**config.mk**
```make
export PLATFORM = sky130hd
export DESIGN_NAME = mem_stage
export DESIGN_NICKNAME = d
export VERILOG_FILES = /design/src/rtl/mem_stage.sv
export SDC_FILE = /design/constraint.sdc
export NUM_CORES = 1
export LEC_CHECK = 0
export CAP_MARGIN = 0
export CORE_ASPECT_RATIO = 0.75
export CORE_MARGIN = 2
export CORE_UTILIZATION = 25
export CTS_BUF_LIST = sky130_fd_sc_hd__clkbuf_8
export DETAILED_ROUTE_END_ITERATION = 10
export GPL_TIMING_DRIVEN = 1
export SYNTH_ARGS = -nofsm -noshare
export SYNTH_HDL_FRONTEND = slang
export SYNTH_SLANG_ARGS = --single-unit
```
**constraint.sdc**
```tcl
create_clock -name clk -period 15.63 [get_ports clk]
set_clock_uncertainty 0.15 [all_clocks]
set_input_delay 1.563 -clock clk [delete_from_list [all_inputs] [get_ports clk]]
set_output_delay 1.563 -clock clk [all_outputs]
set_load 0.03 [all_outputs]
```
**src/rtl/mem_stage.sv**
```systemverilog
// mem_stage: RV64 memory-access pipeline stage.
//
// Takes the execute-stage result (effective address or plain result) and
// either passes it straight to writeback, reports a misaligned access, or
// performs a load/store over the data bus. It emits one registered
// writeback record per accepted instruction. Load data is aligned and
// sign- or zero-extended.
//
// Ports
//   clk, reset          : clock, asynchronous active-high reset
//   in_valid            : execute result valid
//   in_addr             : ALU result (effective address or writeback data)
//   in_wdata            : store data (rs2)
//   in_op               : 0 NONE, 1..7 loads, 8..11 stores, 12..15 NONE
//   in_rd, in_pc        : passed through to the writeback record
//   flush               : discard current/pending instruction
//   stall               : upstream must hold its inputs (state is WAIT)
//   dreq_*              : data-bus request (valid, addr, size, strobe, data)
//   dresp_data_ok/_data : data-bus response
//   out_*               : writeback record, out_valid is a one-cycle pulse
//
// Bus handshake: dreq_valid rises at the edge that accepts an aligned memory
// op. From then on all dreq_* fields are held stable. The access completes
// at the first rising edge where dresp_data_ok is high while dreq_valid is
// high, and dreq_valid drops at that same edge. dresp_data_ok is ignored
// outside an outstanding request, and a request cannot be withdrawn except
// by reset.
module mem_stage (
    input  logic        clk,
    input  logic        reset,
    input  logic        in_valid,
    input  logic [63:0] in_addr,
    input  logic [63:0] in_wdata,
    input  logic [3:0]  in_op,
    input  logic [4:0]  in_rd,
    input  logic [63:0] in_pc,
    input  logic        flush,
    output logic        stall,
    output logic        dreq_valid,
    output logic [63:0] dreq_addr,
    output logic [2:0]  dreq_size,
    output logic [7:0]  dreq_strobe,
    output logic [63:0] dreq_data,
    input  logic        dresp_data_ok,
    input  logic [63:0] dresp_data,
    output logic        out_valid,
    output logic [63:0] out_data,
    output logic [4:0]  out_rd,
    output logic [63:0] out_pc,
    output logic        out_misalign
);

    typedef enum logic {S_IDLE, S_WAIT} state_t;

    state_t      state;
    logic [3:0]  lat_op;
    logic [4:0]  lat_rd;
    logic [63:0] lat_pc;
    logic        flushed;

    // Decode of the incoming op
    logic       in_is_mem;
    logic       in_is_store;
    logic [1:0] in_size;
    logic       in_misalign;
    logic [7:0] in_strobe_base;

    always_comb begin
        in_is_mem   = (in_op >= 4'd1) && (in_op <= 4'd11);
        in_is_store = (in_op >= 4'd8) && (in_op <= 4'd11);
        case (in_op)
            4'd1, 4'd5, 4'd8:  in_size = 2'd0;
            4'd2, 4'd6, 4'd9:  in_size = 2'd1;
            4'd3, 4'd7, 4'd10: in_size = 2'd2;
            default:           in_size = 2'd3;
        endcase
        case (in_size)
            2'd1:    in_misalign = in_addr[0];
            2'd2:    in_misalign = |in_addr[1:0];
            2'd3:    in_misalign = |in_addr[2:0];
            default: in_misalign = 1'b0;
        endcase
        case (in_size)
            2'd0:    in_strobe_base = 8'h01;
            2'd1:    in_strobe_base = 8'h03;
            2'd2:    in_strobe_base = 8'h0F;
            default: in_strobe_base = 8'hFF;
        endcase
    end

    // Load alignment uses the held request address (stable through WAIT).
    logic [63:0] load_raw;
    logic [63:0] load_result;

    always_comb begin
        load_raw = dresp_data >> {dreq_addr[2:0], 3'b000};
        case (lat_op)
            4'd1:    load_result = {{56{load_raw[7]}},  load_raw[7:0]};
            4'd2:    load_result = {{48{load_raw[15]}}, load_raw[15:0]};
            4'd3:    load_result = {{32{load_raw[31]}}, load_raw[31:0]};
            4'd5:    load_result = {56'd0, load_raw[7:0]};
            4'd6:    load_result = {48'd0, load_raw[15:0]};
            4'd7:    load_result = {32'd0, load_raw[31:0]};
            4'd4:    load_result = load_raw;
            default: load_result = 64'd0;   // stores write back zero
        endcase
    end

    assign stall = (state == S_WAIT);

    always_ff @(posedge clk or posedge reset) begin
        if (reset) begin
            state        <= S_IDLE;
            lat_op       <= 4'd0;
            lat_rd       <= 5'd0;
            lat_pc       <= 64'd0;
            flushed      <= 1'b0;
            dreq_valid   <= 1'b0;
            dreq_addr    <= 64'd0;
            dreq_size    <= 3'd0;
            dreq_strobe  <= 8'd0;
            dreq_data    <= 64'd0;
            out_valid    <= 1'b0;
            out_data     <= 64'd0;
            out_rd       <= 5'd0;
            out_pc       <= 64'd0;
            out_misalign <= 1'b0;
        end else begin
            out_valid <= 1'b0;
            case (state)
                S_IDLE: begin
                    if (in_valid && !flush) begin
                        lat_op <= in_op;
                        lat_rd <= in_rd;
                        lat_pc <= in_pc;
                        if (in_is_mem && !in_misalign) begin
                            state       <= S_WAIT;
                            flushed     <= 1'b0;
                            dreq_valid  <= 1'b1;
                            dreq_addr   <= in_addr;
                            dreq_size   <= {1'b0, in_size};
                            dreq_strobe <= in_is_store ? (in_strobe_base << in_addr[2:0]) : 8'd0;
                            dreq_data   <= in_is_store ? (in_wdata << {in_addr[2:0], 3'b000}) : 64'd0;
                        end else begin
                            // NONE passes the ALU result; a misaligned access
                            // reports the faulting address with no bus traffic.
                            out_valid    <= 1'b1;
                            out_data     <= in_addr;
                            out_rd       <= in_rd;
                            out_pc       <= in_pc;
                            out_misalign <= in_is_mem;
                        end
                    end
                end
                S_WAIT: begin
                    if (flush)
                        flushed <= 1'b1;
                    if (dresp_data_ok) begin
                        state      <= S_IDLE;
                        dreq_valid <= 1'b0;
                        // A flush on the completing edge also discards it.
                        if (!(flushed || flush)) begin
                            out_valid    <= 1'b1;
                            out_data     <= load_result;
                            out_rd       <= lat_rd;
                            out_pc       <= lat_pc;
                            out_misalign <= 1'b0;
                        end
                    end
                end
                default: state <= S_IDLE;
            endcase
        end
    end

endmodule

```
==> results.json, run 1 <==
{
  "clock_sinks": 349,
  "r2r-end": "out_data[61]",
  "synth_top_area_share_pct": 49.3,
  "clock_latency_ns": 0.65,
  "worstHoldPathType": "flop to flop",
  "drtIter0Drc": 1373,
  "tightest_slew_ns": 1.09,
  "h-tree-depth": 3,
  "grt_pass1_wl_mm": 105,
  "synth_cells": 1750,
  "period_share_pct": 38.4,
  "maxSlewHeadroom_pct": 27.3,
  "die_x_um": 312,
  "utilization_pct": 36.0,
  "outcome": "finished clean",
  "die-area_um2": 73100,
  "arrival_ns": 6.40,
  "vias_per_cell": 4.93,
  "groute.layer.met1.usage_pct": 25.4,
  "endpoint": "out_data[61]",
  "chipHeight_um": 235,
  "drive_above_1_share_pct": 12.0,
  "syn_nets": 2023,
  "antenna_found_initial": 6,
  "stdcell_area_um2": 25300,
  "gp_congestion": 0.875,
  "wl_mm": 70.8,
  "p_leak_nw": 10.2,
  "crit_buf_inv": 5,
  "avgSynthCellArea_um2": 10.1,
  "synth_warnings": 0,
  "ys_async_sr_fraction_pct": 100,
  "grt_usage_pct": 18.8,
  "path_cells": "buf_2, buf_4, inv_1, o21ai_0, a311oi_2, o32ai_4, buf_4, buf_12, nand2_1, o221ai_1",
  "powerDensity_nw_per_um2": 146,
  "rr_startpoint": "stall",
  "max_cap_violations": 0,
  "crit_top_cell": "buf_4",
  "ys_types": 56,
  "synthFlopType": "dfrtp_1",
  "synth-seq-cells": 349,
  "numPortBuffers": 544,
  "fillCellCount": 7039,
  "end_kind": "flop",
  "grt.met3_usage_pct": 6.05,
  "crit_cells": 10,
  "synth_edf_count": 0,
  "worst-r2r-cell-count": 6,
  "register_area_um2": 8740,
  "hold_viol_final": 0,
  "grt_util_met2_pct": 28.5,
  "dpl_cell_area_um2": 24000,
  "area_growth_pct": 42.4,
  "grt_pass1_vias": 16000,
  "cts_buffer_depth": 3,
  "crit_start": "in_addr[1]",
  "cts_tree": "done",
  "ys_seq_area_share_pct": 49.3,
  "grt_max_degree": 171,
  "synth_area_leaders": "dfrtp_1, mux2i_1, mux2_2",
  "start_util_pct": 25.3,
  "io_pins": 546,
  "path_max_fanout": 170,
  "drc": 0,
  "netlist_area_um2": 17700,
  "clk_pin_slew_ns": 0.06,
  "crit_type": "primary input to flop",
  "multiInputGateArea_um2": 8210,
  "rows": 84,
  "post_cts_resized": 0,
  "cp_top_family": "buffers and inverters",
  "r2r_setup_slack_ns": 11.13,
  "rsz0062_at_grt": "no",
  "start_kind": "primary input",
  "hpwl_mm": 51.9,
  "root_buffer": "clkbuf_8",
  "holdBufCountCts": 0,
  "tns_ns": 0,
  "dr.pass1.iters": 8,
  "via_count": 15900,
  "cts-buffers-inserted": 66,
  "cts_setup_buffers": 0,
  "drt.antenna.violating_nets": 0,
  "slew_violations": 0,
  "wl_per_cell_um": 21.9,
  "required_ns": 16.03,
  "slowest_delay_ns": 0.69,
  "peakVddDrop_uv": 77.3,
  "nets": 2510,
  "finalCriticalPeriod_ns": 6.00,
  "fmax_mhz": 167,
  "cp_slowest_cell": "buf_4",
  "core_area_um2": 70100,
  "hold_slack_ns": 0.331,
  "setup_viol_count_final": 0,
  "yosys.area.top_type": "dfrtp_1",
  "grt-busiest-layer": "met2",
  "grt_overflow": 0
}
how the worst min path moves through the flow:
stage | startpoint | endpoint | slack (ns) | cells after the start
finish | dreq_data[27] | dreq_data[27] | 0.33 | 2
global route | dreq_data[56] | dreq_data[56] | 0.34 | 2
CTS | dreq_data[56] | dreq_data[56] | 0.33 | 2
detailed placement | dreq_data[56] | dreq_data[56] | 0.32 | 2
global placement | dreq_data[8] | dreq_data[8] | 0.31 | 2
floorplan | flushed | flushed | 0.32 | 2
synth_stat cells, drive strengths merged (2+ instances only):
cell / count
a211oi: 27
a21oi: 127
a221oi: 6
a222oi: 7
a22oi: 9
a2bb2oi: 8
a31oi: 43
a32oi: 8
and2: 10
and3: 2
buf: 52
clkbuf: 96
dfrtp: 349
ha: 3
inv: 49
mux2: 131
mux2i: 178
mux4: 8
nand2: 199
nand2b: 10
nand3: 37
nand4: 3
nor2: 151
nor2b: 18
nor3: 4
nor3b: 2
o211ai: 9
o21a: 17
o21ai: 89
o221ai: 23
o22a: 11
o22ai: 8
o31ai: 36
o41ai: 3
or3: 2
per-layer routing:
layer  vias up  wire (µm)
met5         -         23
met4         4       1840
met3       109       6350
met2       648      31500
met1      7932      31100
li1       7229          -
state kept, by name, indices dropped and copies added (netlist names):
name,count
dreq_addr,64
dreq_data,64
lat_pc,64
out_data,64
out_pc,64
dreq_strobe,8
lat_rd,5
out_rd,5
lat_op,4
dreq_size,2
dreq_valid,1
flushed,1
out_misalign,1
out_valid,1
stall,1
worst min-delay path: cells and delay by family (launching register included):
family	cells	cell delay, ns
AOI/OAI and AO/OA	1	0.06
and+or+nand+nor	1	0.05
DFF	1	0.34
final cells by class:
type                       instances  area share [%]
sequential                       349            34.6
multi-input combinational       1203            32.5
timing repair buffer             567            22.3
tap                              946            4.69
clock buffer                      80            4.36
inverter                          50           0.773
clock inverter                    29           0.763
antenna                            4          0.0396
cell families (layout without fill, tap and decap cells):
logic type,count (synthesis),in the layout,share of synthesized area (%)
compound gates,438,438,16.0
flops,349,349,49.3
buf+inv,198,726,4.63
simple gates,444,444,10.5
other cells,1,5,0.0212
fa+ha+maj,3,3,0.212
mux,317,317,19.4
cell usage in the layout (no fill, tap or decap), drive strengths merged, types with 25 or more instances in the layout:
master	n
buf	25
o31ai	36
clkdlybuf4s50	542
dfrtp	349
nand2	199
a211oi	27
a21oi	127
clkbuf	80
a31oi	43
nand3	37
nor2	151
o21ai	89
mux2	131
mux2i	178
inv	70
power by group:
part / switching (mW) / internal [mW] / leakage, nW
clock network: 0.414 / 0.495 / 0.729
registers: 0.132 / 1.12 / 4.20
logic: 0.900 / 0.628 / 5.23
total: 1.45 / 2.24 / 10.2
stage by stage:
stage	setup WS, ns	instances	total power, mW
finish	9.63	3228	3.69
global route	9.10	3226	3.88
CTS	9.60	3224	3.73
detailed placement	8.88	3115	2.79
global placement	8.94	3115	2.77
floorplan	4.24	1750	2.11
Note: power is estimated with default switching activity, not from simulation.
==> inputs of run 2 (changes only) <==
==> constraint.sdc (replaced) <==
create_clock -name clk -period 5.1 [get_ports clk]
set_clock_uncertainty 0.15 [all_clocks]
set_input_delay 0.51 -clock clk [delete_from_list [all_inputs] [get_ports clk]]
set_output_delay 0.51 -clock clk [all_outputs]
set_load 0.03 [all_outputs]
==> results.json, run 2 (synthesis gave the netlist of run 1 again) <==
{
  "end_kind": "flop",
  "switching_share_pct": 38.2,
  "finalCriticalPeriod_ns": 3.90,
  "setup_slack_ns": 1.20,
  "hold_path.startpoint": "in_addr[0]",
  "period_share_pct": 76.6,
  "r2r_setup_slack_ns": 1.20,
  "p_leak_nw": 10.3,
  "drc": 0,
  "wl_met3_mm": 5.42,
  "hold_slack_ns": 0.140,
  "cts_tree": "done",
  "tightest_slew_ns": 1.01,
  "powerDensity_nw_per_um2": 459,
  "clock_latency_ns": 0.70,
  "io_pins": 546,
  "holdPathEnd": "dreq_strobe[4]",
  "rr_startpoint": "dreq_addr[0]",
  "drt.antenna.violating_nets": 0,
  "utilization_pct": 36.6,
  "grt_pass1_wl_mm": 105,
  "h-tree-depth": 2,
  "cts-buffers-inserted": 61,
  "power_frac_comb_pct": 39.3,
  "grt_pass1_vias": 15900,
  "maxSlewHeadroom_pct": 32.7,
  "antenna_found_initial": 11,
  "crit_type": "flop to flop",
  "arrival_ns": 4.29,
  "worstHoldPathCells": 4,
  "required_ns": 5.48,
  "via_count": 15800,
  "dr_wl_met2_mm": 31.3,
  "slowest_delay_ns": 0.80,
  "hold_viol_final": 0,
  "dr.pass1.iters": 5,
  "hpwl_mm": 52.5,
  "worst-r2r-cell-count": 7,
  "cts_buffer_depth": 3,
  "peakVddDrop_uv": 300,
  "die_x_um": 312,
  "rows": 84,
  "p_int_mw": 7.28,
  "grt_usage_pct": 18.9,
  "cts_setup_buffers": 0,
  "outcome": "finished clean",
  "rsz0062_at_grt": "no",
  "grt_max_degree": 184,
  "die-area_um2": 73100,
  "worstHoldPathType": "primary input to flop",
  "p_switching_mw": 4.49,
  "fmax_mhz": 256,
  "wl_mm": 71.2,
  "max_cap_violations": 0,
  "grt_overflow": 0,
  "numPortBuffers": 544,
  "highest_layer": "met5",
  "power_frac_seq_pct": 33.1,
  "stdcell_area_um2": 25600,
  "dpl_cell_area_um2": 24100,
  "nets": 2515,
  "root_buffer": "clkbuf_8",
  "gp_congestion": 0.916,
  "area_growth_pct": 44.7,
  "tns_ns": 0,
  "drtIter0Drc": 1361,
  "path_cells": "buf_4, nor2b_1, a22oi_1, nand4_1, nand2_1, a222oi_1, a21oi_1",
  "core_area_um2": 70100,
  "post_cts_resized": 0,
  "chipHeight_um": 235,
  "wl_per_cell_um": 22.0,
  "clock_sinks": 349,
  "slew_violations": 0,
  "path_max_fanout": 41,
  "met1Wirelength_mm": 32.8,
  "cp_slowest_cell": "dfrtp_2",
  "power.share.clock_pct": 27.6,
  "final_common_cell": "clkdlybuf4s50_1",
  "r2r-end": "out_data[25]",
  "clk_pin_slew_ns": 0.07,
  "dp_worst_setup_slack_ns": 0.962,
  "start_util_pct": 25.3,
  "start_kind": "flop",
  "setup_viol_count_final": 0,
  "layout_common_cells": "clkdlybuf4s50_1, dfrtp_1, nand2_1",
  "vias_per_cell": 4.87,
  "holdBufCountCts": 0,
  "drive_above_1_share_pct": 12.9
}
run 2: changes by cell type in the layout (fill, tap and decap cells not counted):
cell	delta
buf_12	+6
inv_6	-1
clkinv_2	+3
bufinv_16	+8
buf_4	+4
clkinv_4	+1
nor3_2	-1
clkbuf_8	-1
diode_2	-2
clkinvlp_4	+3
inv_12	+2
inv_1	-6
inv_8	-2
nor3_1	+1
run 2: worst max-delay path by stage:
stage | from | slack [ns] | cells past startpoint | end
2_1_floorplan | reset | -0.23 | 1 | dreq_addr[0]
3_3_place_gp | in_op[1] | 1.01 | 9 | dreq_addr[51]
3_5_place_dp | in_op[1] | 0.96 | 9 | dreq_addr[46]
4_1_cts | dreq_addr[0] | 1.34 | 7 | out_data[25]
5_1_grt | dreq_addr[0] | 1.00 | 7 | out_data[25]
6_report | dreq_addr[0] | 1.20 | 7 | out_data[25]
run 2: power groups by stage:
stage / clock network (mW) / logic, mW / registers, mW
after floorplan: 0 / 1.56 / 4.89
after global placement: 0 / 4.58 / 3.91
after detailed placement: 0 / 4.63 / 3.94
after CTS: 3.36 / 4.64 / 3.90
after global routing: 3.48 / 4.89 / 3.99
final: 3.25 / 4.62 / 3.90
run 2: layer usage:
layer  vias up  global-route usage, %
met2       546                   28.4
li1       7251                      -
met5         -                      0
met4        10                   5.36
met1      7864                   26.4
met3       108                   5.34
run 2: through the flow:
step           std cells  power [mW]
2_1_floorplan       1750        6.46
3_3_place_gp        3125        8.49
3_5_place_dp        3125        8.57
4_1_cts             3241        11.9
5_1_grt             3243        12.4
6_report            3243        11.8
run 2: layout make-up:
| cell class | instances | area, µm² |
|---|---|---|
| clock inverter | 37 | 462 |
| inverter | 50 | 191 |
| clock buffer | 79 | 1090 |
| fill | 6969 | 44500 |
| multi-input combinational | 1203 | 8200 |
| antenna | 2 | 5.00 |
| tap | 946 | 1180 |
| timing repair buffer | 577 | 5770 |
| sequential | 349 | 8740 |
run 2: critical path, delay by kind of cell (launching register included):
kind / cells / cell delay, ns
AND/OR/NAND/NOR: 3 / 1.17
flip-flops: 1 / 0.80
AO/OA/AOI/OAI: 3 / 1.02
buffers and inverters: 1 / 0.58
==> inputs of run 3 (changes only) <==
==> constraint.sdc (replaced) <==
create_clock -name clk -period 3.65 [get_ports clk]
set_clock_uncertainty 0.15 [all_clocks]
set_input_delay 0.365 -clock clk [delete_from_list [all_inputs] [get_ports clk]]
set_output_delay 0.365 -clock clk [all_outputs]
set_load 0.03 [all_outputs]
==> results.json, run 3 (synthesis gave the netlist of run 1 again) <==
{
  "clock_latency_ns": 0.66,
  "drt.antenna.violating_nets": 0,
  "start_util_pct": 25.3,
  "wl_mm": 70.4,
  "utilization_pct": 36.5,
  "period_share_pct": 93.0,
  "grt_overflow": 0,
  "nets": 2531,
  "cts-buffers-inserted": 60,
  "die-area_um2": 73100,
  "cts_buffer_depth": 3,
  "crit_type": "flop to flop",
  "post_cts_resized": 0,
  "hold_viol_final": 0,
  "die_x_um": 312,
  "via_count": 15800,
  "end_kind": "flop",
  "chipHeight_um": 235,
  "arrival_ns": 3.77,
  "rsz0062_at_grt": "no",
  "drive_above_1_share_pct": 12.6,
  "numPortBuffers": 544,
  "path_max_fanout": 15,
  "clock_sinks": 349,
  "grt_max_degree": 123,
  "wl_per_cell_um": 21.6,
  "maxSlewHeadroom_pct": 35.9,
  "required_ns": 4.02,
  "start_kind": "flop",
  "area_growth_pct": 44.4,
  "slowest_delay_ns": 0.78,
  "setup_slack_ns": 0.255,
  "p_leak_nw": 10.4,
  "max_cap_violations": 0,
  "root_buffer": "clkbuf_8",
  "slew_violations": 0,
  "vias_per_cell": 4.85,
  "grt_pass1_vias": 16100,
  "total_power_mw": 15.8,
  "clk_pin_slew_ns": 0.06,
  "io_pins": 546,
  "fmax_mhz": 295,
  "path_cells": "nor2b_1, a22oi_1, nand4_1, buf_4, nand2_1, a222oi_1, a21oi_1",
  "cts_setup_buffers": 0,
  "setup_viol_count_final": 0,
  "outcome": "finished clean",
  "rows": 84,
  "core_area_um2": 70100,
  "hpwl_mm": 52.7,
  "grt_usage_pct": 18.7,
  "finalCriticalPeriod_ns": 3.39,
  "final_common_cell": "clkdlybuf4s50_1",
  "cts_tree": "done",
  "drc": 0,
  "drtIter0Drc": 1298,
  "cp_slowest_cell": "nor2b_1",
  "peakVddDrop_uv": 309,
  "antenna_found_initial": 11,
  "gp_congestion": 0.922,
  "powerDensity_nw_per_um2": 619,
  "grt_pass1_wl_mm": 105,
  "layout_common_cells": "clkdlybuf4s50_1, dfrtp_1, nand2_1",
  "dp_worst_setup_slack_ns": -0.0737,
  "tightest_slew_ns": 0.960,
  "dr.pass1.iters": 9,
  "h-tree-depth": 2,
  "worstHoldPathType": "primary input to flop"
}
-- run 3: cell types whose count changed in the layout (fill, tap and decap cells not counted), moves of 5 or more --
cell / delta
bufinv_16: -6
buf_12: +5
inv_1: +13
buf_4: +10
clkinv_2: -5
-- run 3: area by class of cell --
type	instances	area, µm²
sequential	349	8740
clock buffer	75	1030
antenna	6	15.0
fill	6986	44500
tap	946	1180
clock inverter	34	265
multi-input combinational	1203	8200
inverter	50	191
timing repair buffer	594	5970
-- run 3: layer usage --
layer	part of all wire, %	up-vias	global-route usage, %	wire (µm)
met3	9.6	122	6.48	6750
met1	44	7750	25.2	30800
met2	44	625	27.9	30700
met4	2.9	6	6.15	2050
li1	-	7292	-	-
met5	0.050	-	0	35
-- run 3: where the power goes --
group | leakage [nW] | internal [mW] | switching (mW) | total, mW
logic | 5.41 | 2.75 | 3.85 | 6.60
clock network | 0.750 | 2.13 | 1.74 | 3.87
registers | 4.20 | 4.79 | 0.577 | 5.37
-- run 3: worst paths after layout --
kind                           startpoint             end  slack (ns)  depth (start not counted)
setup / recovery             dreq_addr[0]    out_data[24]        0.26                          7
hold reg to reg            dreq_strobe[7]  dreq_strobe[7]        0.33                          2
hold / removal                in_addr[13]   dreq_addr[13]        0.15                          3
max in group asynchronous           reset      out_pc[14]        1.96                          4
min in group asynchronous           reset      out_pc[59]        0.42                          3
setup reg to reg             dreq_addr[0]    out_data[24]        0.26                          7
-- run 3: timing repair --
action,CTS,global route
hold endpoints to repair,9,0
hold buffers,2,0
setup endpoints to repair,0,0
-- run 3: critical path: cells and delay by family (launching register included) --
kind                   cells  cell delay [ns]
AOI/OAI and AO/OA          3             1.12
and+or+nand+nor            3             1.29
DFF                        1             0.50
buffers and inverters      1             0.19
-- run 3: stage by stage --
step                      hold slack (ns)  area [µm²]  setup TNS, ns  std cells
final                               0.146       25600              0       3257
after global routing                0.105       25600              0       3256
after CTS                          0.0668       25600              0       3251
after detailed placement            0.320       24300          -2.25       3140
after global placement              0.311       24300        -0.0567       3140
after floorplan                     0.311       17700        -536.56       1750
